[config.mk]
export PLATFORM = sky130hd
export DESIGN_NAME = spi_master_cfg
export DESIGN_NICKNAME = d
export VERILOG_FILES = /design/src/rtl/spi_pkg.sv /design/src/rtl/spi_clkgen.sv /design/src/rtl/spi_master_cfg.sv
export SDC_FILE = /design/constraint.sdc
export NUM_CORES = 1
export LEC_CHECK = 0
export CAP_MARGIN = 20
export CORE_MARGIN = 8
export CORE_UTILIZATION = 43
export CTS_CLUSTER_DIAMETER = 150
export DETAILED_ROUTE_END_ITERATION = 7
export GPL_ROUTABILITY_DRIVEN = 0
export SLEW_MARGIN = 5
export SYNTH_ARGS = -nofsm -noshare
export SYNTH_HDL_FRONTEND = slang
export SYNTH_SLANG_ARGS = --single-unit
[constraint.sdc]
create_clock -name clk -period 6.34 [get_ports clk]
set_input_delay 1.902 -clock clk [delete_from_list [all_inputs] [get_ports clk]]
set_output_delay 1.902 -clock clk [all_outputs]
set_load 0.1 [all_outputs]
[src/rtl/spi_pkg.sv]
// Shared types for the configurable SPI master: FSM states, bit-counter
// sizing and the per-transfer configuration captured when a word is accepted.
package spi_pkg;

  // Largest supported word width; the edge counter is sized for it.
  localparam int MAX_DATA_W = 32;
  // Counts up to 2*DATA_W sck edges per word.
  localparam int BIT_CNT_W  = $clog2(2 * MAX_DATA_W) + 1;
  // Storage widths of the latched divider and chip-select index.
  // Inputs are zero-extended into these fields on accept.
  localparam int CFG_DIV_W  = 32;
  localparam int CFG_CS_W   = 8;

  typedef enum logic [1:0] {
    IDLE,
    LEAD,
    SHIFT,
    TRAIL
  } spi_state_e;

  typedef struct packed {
    logic [CFG_DIV_W-1:0] div;
    logic                 cpol;
    logic                 cpha;
    logic                 lsb_first;
    logic [CFG_CS_W-1:0]  cs_sel;
    logic                 keep_cs;
  } spi_cfg_t;

endpackage

[src/rtl/spi_clkgen.sv]
// Half-period timer for the SPI master. Counts H = div+1 clk cycles per
// half-period while a transfer is active and marks leading/trailing sck edges.
module spi_clkgen
  import spi_pkg::*;
#(
  parameter int DIV_W = 8
) (
  input  logic                 clk,
  input  logic                 rst_n,
  input  logic                 en,
  input  logic                 sck_en,
  input  logic [CFG_DIV_W-1:0] div,
  output logic                 tick,
  output logic                 lead_edge,
  output logic                 trail_edge
);

  // One bit wider than div so H = 2^DIV_W is reachable without wrap.
  logic [DIV_W:0] cnt;
  logic           phase;

  assign tick       = en && (CFG_DIV_W'(cnt) == div);
  assign lead_edge  = tick && sck_en && !phase;
  assign trail_edge = tick && sck_en &&  phase;

  // Half-period counter and leading/trailing phase; both park at 0 when idle.
  always_ff @(posedge clk or negedge rst_n) begin
    if (!rst_n) begin
      cnt   <= '0;
      phase <= 1'b0;
    end else if (!en) begin
      cnt   <= '0;
      phase <= 1'b0;
    end else begin
      if (tick) cnt <= '0;
      else      cnt <= cnt + (DIV_W + 1)'(1);
      if (lead_edge || trail_edge) phase <= ~phase;
    end
  end

endmodule

[src/rtl/spi_master_cfg.sv]
// Configurable SPI master: word width, runtime sck divider, CPOL/CPHA,
// bit order and multiple chip selects with optional hold across words.
module spi_master_cfg
  import spi_pkg::*;
#(
  parameter int DATA_W = 8,
  parameter int DIV_W  = 8,
  parameter int NUM_CS = 1,
  parameter int CS_W   = 3
) (
  input  logic              clk,
  input  logic              rst_n,
  input  logic              wr,
  input  logic [DATA_W-1:0] data_in,
  input  logic [DIV_W-1:0]  div,
  input  logic              cpol,
  input  logic              cpha,
  input  logic              lsb_first,
  input  logic [CS_W-1:0]   cs_sel,
  input  logic              keep_cs,
  output logic              done,
  output logic              rx_valid,
  output logic [DATA_W-1:0] data_out,
  output logic              sck,
  output logic              mosi,
  input  logic              miso,
  output logic [NUM_CS-1:0] cs_n
);

  localparam logic [BIT_CNT_W-1:0] LAST_EDGE = BIT_CNT_W'(2 * DATA_W);
  localparam logic [BIT_CNT_W-1:0] PRE_LAST  = BIT_CNT_W'(2 * DATA_W - 1);

  spi_state_e           state;
  spi_cfg_t             cfg;
  logic [DATA_W-1:0]    tx_sh;
  logic [DATA_W-1:0]    rx_sh;
  logic [BIT_CNT_W-1:0] edge_cnt;
  logic                 busy;
  logic                 sck_en;
  logic                 tick;
  logic                 lead_edge;
  logic                 trail_edge;
  logic                 do_sample;
  logic                 do_present;

  function automatic logic first_bit(input logic [DATA_W-1:0] w, input logic lsb);
    return lsb ? w[0] : w[DATA_W-1];
  endfunction

  function automatic logic [DATA_W-1:0] shift_out(input logic [DATA_W-1:0] w, input logic lsb);
    return lsb ? (w >> 1) : (w << 1);
  endfunction

  function automatic logic [DATA_W-1:0] shift_in(input logic [DATA_W-1:0] w, input logic b,
                                                input logic lsb);
    return lsb ? {b, w[DATA_W-1:1]} : {w[DATA_W-2:0], b};
  endfunction

  // Out-of-range selects leave every chip select deasserted.
  function automatic logic [NUM_CS-1:0] cs_decode(input logic [CFG_CS_W-1:0] sel);
    logic [NUM_CS-1:0] m;
    m = '1;
    for (int i = 0; i < NUM_CS; i++) begin
      if (sel == CFG_CS_W'(i)) m[i] = 1'b0;
    end
    return m;
  endfunction

  assign busy   = (state != IDLE);
  // sck toggles at the end of LEAD and between SHIFT half-periods, never into TRAIL.
  assign sck_en = (state == LEAD) || ((state == SHIFT) && (edge_cnt != LAST_EDGE));

  // CPHA=0 samples on leading edges and shifts on trailing ones (except the
  // last, so mosi keeps the final bit); CPHA=1 is the mirror image.
  assign do_sample  = cfg.cpha ? trail_edge : lead_edge;
  assign do_present = cfg.cpha ? lead_edge : (trail_edge && (edge_cnt != PRE_LAST));

  spi_clkgen #(
    .DIV_W(DIV_W)
  ) u_clkgen (
    .clk       (clk),
    .rst_n     (rst_n),
    .en        (busy),
    .sck_en    (sck_en),
    .div       (cfg.div),
    .tick      (tick),
    .lead_edge (lead_edge),
    .trail_edge(trail_edge)
  );

  // Transfer FSM with registered pins, shifters and chip-select control.
  always_ff @(posedge clk or negedge rst_n) begin
    if (!rst_n) begin
      state    <= IDLE;
      cfg      <= '0;
      tx_sh    <= '0;
      rx_sh    <= '0;
      edge_cnt <= '0;
      done     <= 1'b1;
      rx_valid <= 1'b0;
      data_out <= '0;
      sck      <= 1'b0;
      mosi     <= 1'b0;
      cs_n     <= '1;
    end else begin
      rx_valid <= 1'b0;
      case (state)
        IDLE: begin
          sck <= cpol;
          if (wr) begin
            cfg.div       <= CFG_DIV_W'(div);
            cfg.cpol      <= cpol;
            cfg.cpha      <= cpha;
            cfg.lsb_first <= lsb_first;
            cfg.cs_sel    <= CFG_CS_W'(cs_sel);
            cfg.keep_cs   <= keep_cs;
            rx_sh         <= '0;
            edge_cnt      <= '0;
            done          <= 1'b0;
            cs_n          <= cs_decode(CFG_CS_W'(cs_sel));
            if (!cpha) begin
              mosi  <= first_bit(data_in, lsb_first);
              tx_sh <= shift_out(data_in, lsb_first);
            end else begin
              tx_sh <= data_in;
            end
            state <= LEAD;
          end
        end
        LEAD, SHIFT: begin
          if (lead_edge || trail_edge) begin
            sck      <= lead_edge ? ~cfg.cpol : cfg.cpol;
            edge_cnt <= edge_cnt + BIT_CNT_W'(1);
          end
          if (do_sample) rx_sh <= shift_in(rx_sh, miso, cfg.lsb_first);
          if (do_present) begin
            mosi  <= first_bit(tx_sh, cfg.lsb_first);
            tx_sh <= shift_out(tx_sh, cfg.lsb_first);
          end
          if (tick) begin
            if (state == LEAD)               state <= SHIFT;
            else if (edge_cnt == LAST_EDGE)  state <= TRAIL;
          end
        end
        TRAIL: begin
          if (tick) begin
            state    <= IDLE;
            done     <= 1'b1;
            rx_valid <= 1'b1;
            data_out <= rx_sh;
            if (!cfg.keep_cs) cs_n <= '1;
          end
        end
        default: state <= IDLE;
      endcase
    end
  end

endmodule

==> results.json <==
{
  "synth_edf_count": 0,
  "grt_start_max_net_pins": 61,
  "power_density_mw_per_mm2": 378,
  "cts-resized-gates": 0,
  "syn-num-nets": 351,
  "synthFlopType": "dfrtp_1",
  "die_h_um": 103,
  "status": "finished clean",
  "holdBufCountCts": 0,
  "slew_headroom_pct": 33.9,
  "grt-ovfl-total": 0,
  "synthTopCellsByCount": "dfrtp_1, nand2_1, mux2i_1",
  "setup.worst_path.class": "primary input to register",
  "syn_avg_cell_area_um2": 10.2,
  "first_iter_violations": 128,
  "clock_sinks": 60,
  "die_w_um": 103,
  "routed_via_density": 5.23,
  "dr.pass1.iters": 4,
  "peakVddDrop_mv": 0.182,
  "yosys-top-cells-area": "dfrtp_1, mux2i_1, mux2_2",
  "synth_largest_area_cell": "dfrtp_1",
  "antenna_found_initial": 0,
  "cts_tree": "yes",
  "slew_viol_final": 0,
  "core_region_area_mm2": 0.00729,
  "r2r-start": "state[1]",
  "netlist_area_mm2": 0.00325,
  "max_freq_ghz": 0.254,
  "grt_use_total_pct": 14.8,
  "final_core_util_pct": 54.0,
  "critPathCaptureType": "register",
  "h-tree-depth": 3,
  "worst-endpoint-arrival_ns": 4.16,
  "reg2regPathDepth": 6,
  "layout-drive-gt1-share_pct": 13.5,
  "crit_fanout": 10,
  "cts.reportedPaths.clkPinSlew_ns": 0.07,
  "fin_crit_sh_pct": 62.1,
  "hold_path.class": "register to register",
  "tightestPinTransition_ns": 0.988,
  "antenna_cells": 0,
  "final_antenna_net_count": 0,
  "initial_core_util_pct": 44.5,
  "max_cap_viol_count": 0,
  "setup_viol": 0,
  "area_growth_pct": 21.2,
  "finClkSkew_ns": 0.00699,
  "ys_seq_area_share_pct": 46.3,
  "cp-startpoint": "wr",
  "reg2reg_slack_ns": 3.17,
  "reg2reg_to": "mosi",
  "dr_total_vias": 2381,
  "wl_per_cell_um": 15.6,
  "cts_buffers": 9,
  "ys_async_sr_fraction_pct": 100,
  "clock_path_buffers": 2,
  "power.leakage_uw": 0.00175,
  "hold_viol": 0,
  "drc": 0,
  "tns_ns": 0,
  "boundaryPins": 40,
  "core.rowCount": 31,
  "wirelength_mm": 7.11,
  "clock-root-buffer": "clkbuf_8",
  "critical_path.endpoint": "tx_sh[5]",
  "synth_top_area_share_pct": 44.7,
  "yosysUniqueCellTypes": 51,
  "first_global_vias": 2471,
  "grt_pass1_wl_mm": 12.3,
  "clk_latency_ns": 0.33,
  "start_kind": "primary input",
  "rsz0062_at_grt": "no",
  "cts_setup_buffers": 0,
  "nets": 385,
  "dpl.hpwl_mm": 4.81,
  "ys_ff_latch": 60,
  "layout_min_cycle_time_ns": 3.94,
  "ys_warn_count": 0,
  "io_buffers": 39,
  "cp.required_ns": 6.56,
  "synth.most_common_cell": "dfrtp_1",
  "netlist_instances": 317,
  "die_area_mm2": 0.0106
}
-- layer usage --
layer	vias to the layer above	global-route usage, %	share of wire [%]	wire length [µm]
met2	53	21.8	43	3050
li1	1182	-	-	-
met1	1138	19.9	50	3540
met5	-	0	0	0
met3	8	4.12	5.8	413
met4	0	5.90	1.5	108
-- power by group --
group	switching (µW)	total [µW]	internal, µW	leakage, µW
clock network	154	436	282	0.000127
logic	270	482	212	0.000843
registers	99.3	570	471	0.000782
total	523	1490	965	0.00175
-- worst max-delay path: stages --
cell and delay, ns:
clkdlybuf4s50_1 0.48, mux2i_1 0.63, nor2_1 0.14, o21ai_2 0.11, or2_1 0.45, o21ai_2 0.14
o221a_2 0.30
-- stage by stage --
| stage | hold slack [ns] | area [µm²] | cells | total power (µW) | worst slack (ns) |
|---|---|---|---|---|---|
| floorplan | 0.461 | 3250 | 317 | 948 | 3.00 |
| finish | 0.477 | 3940 | 455 | 1490 | 2.40 |
| detailed placement | 0.462 | 3690 | 439 | 1060 | 2.07 |
| global route | 0.504 | 3940 | 455 | 1580 | 2.26 |
| CTS | 0.480 | 3940 | 455 | 1500 | 2.40 |
| global placement | 0.456 | 3690 | 439 | 1050 | 2.14 |
-- cells in the final DEF, fill, tap and decap left out, types with 2 or more instances in the layout --
cell type / instances
a211oi_1: 5
a21o_1: 2
a21oi_1: 15
bufinv_16: 3
clkbuf_8: 11
clkdlybuf4s50_1: 38
dfrtp_1: 58
dfstp_2: 2
ha_1: 7
inv_1: 11
mux2_2: 18
mux2i_1: 23
nand2_1: 41
nand2b_1: 2
nand3_1: 7
nand4_1: 4
nor2_1: 20
nor2b_1: 3
nor3_1: 4
o211ai_1: 5
o21ai_0: 14
o21ai_2: 2
o221a_2: 3
o22ai_1: 2
o2bb2ai_1: 8
or3_1: 2
xnor2_1: 6
xor2_1: 15
-- sequential cells by signal (all words and copies together), names as in the netlist --
name	cells
data_out	8
rx_sh	8
sck	1
state	2
u_clkgen.phase	1
done	1
edge_cnt	7
cs_n	1
tx_sh	8
rx_valid	1
cfg	12
u_clkgen.cnt	9
mosi	1
-- layout make-up --
class / count / area, µm²
multi-input cells: 228 / 1620
flip-flops and latches: 60 / 1500
fillers: 690 / 3350
well taps: 99 / 124
repair buffers: 40 / 393
clock buffers: 12 / 155
inverters: 12 / 45.0
clock inverters: 4 / 95.1
-- worst min-delay path by stage --
stage | start | to | slack [ns] | cells after the start
floorplan | rx_sh[0] | data_out[0] | 0.46 | 2
global placement | done | done | 0.46 | 2
detailed placement | data_out[2] | data_out[2] | 0.46 | 2
CTS | data_out[2] | data_out[2] | 0.48 | 2
global route | done | done | 0.50 | 2
finish | done | done | 0.48 | 2
-- kinds of logic (layout without fill, tap and decap cells) --
kind of cell / after synthesis / in the layout / synth area share [%]
compound gates: 65 / 65 / 14.3
xor+xnor: 21 / 21 / 5.66
fa+ha+maj: 7 / 7 / 2.70
buf+inv: 29 / 68 / 3.77
flops: 60 / 60 / 46.3
mux: 41 / 41 / 13.3
simple gates: 94 / 94 / 14.0
Power figures use the tool's default switching activity.
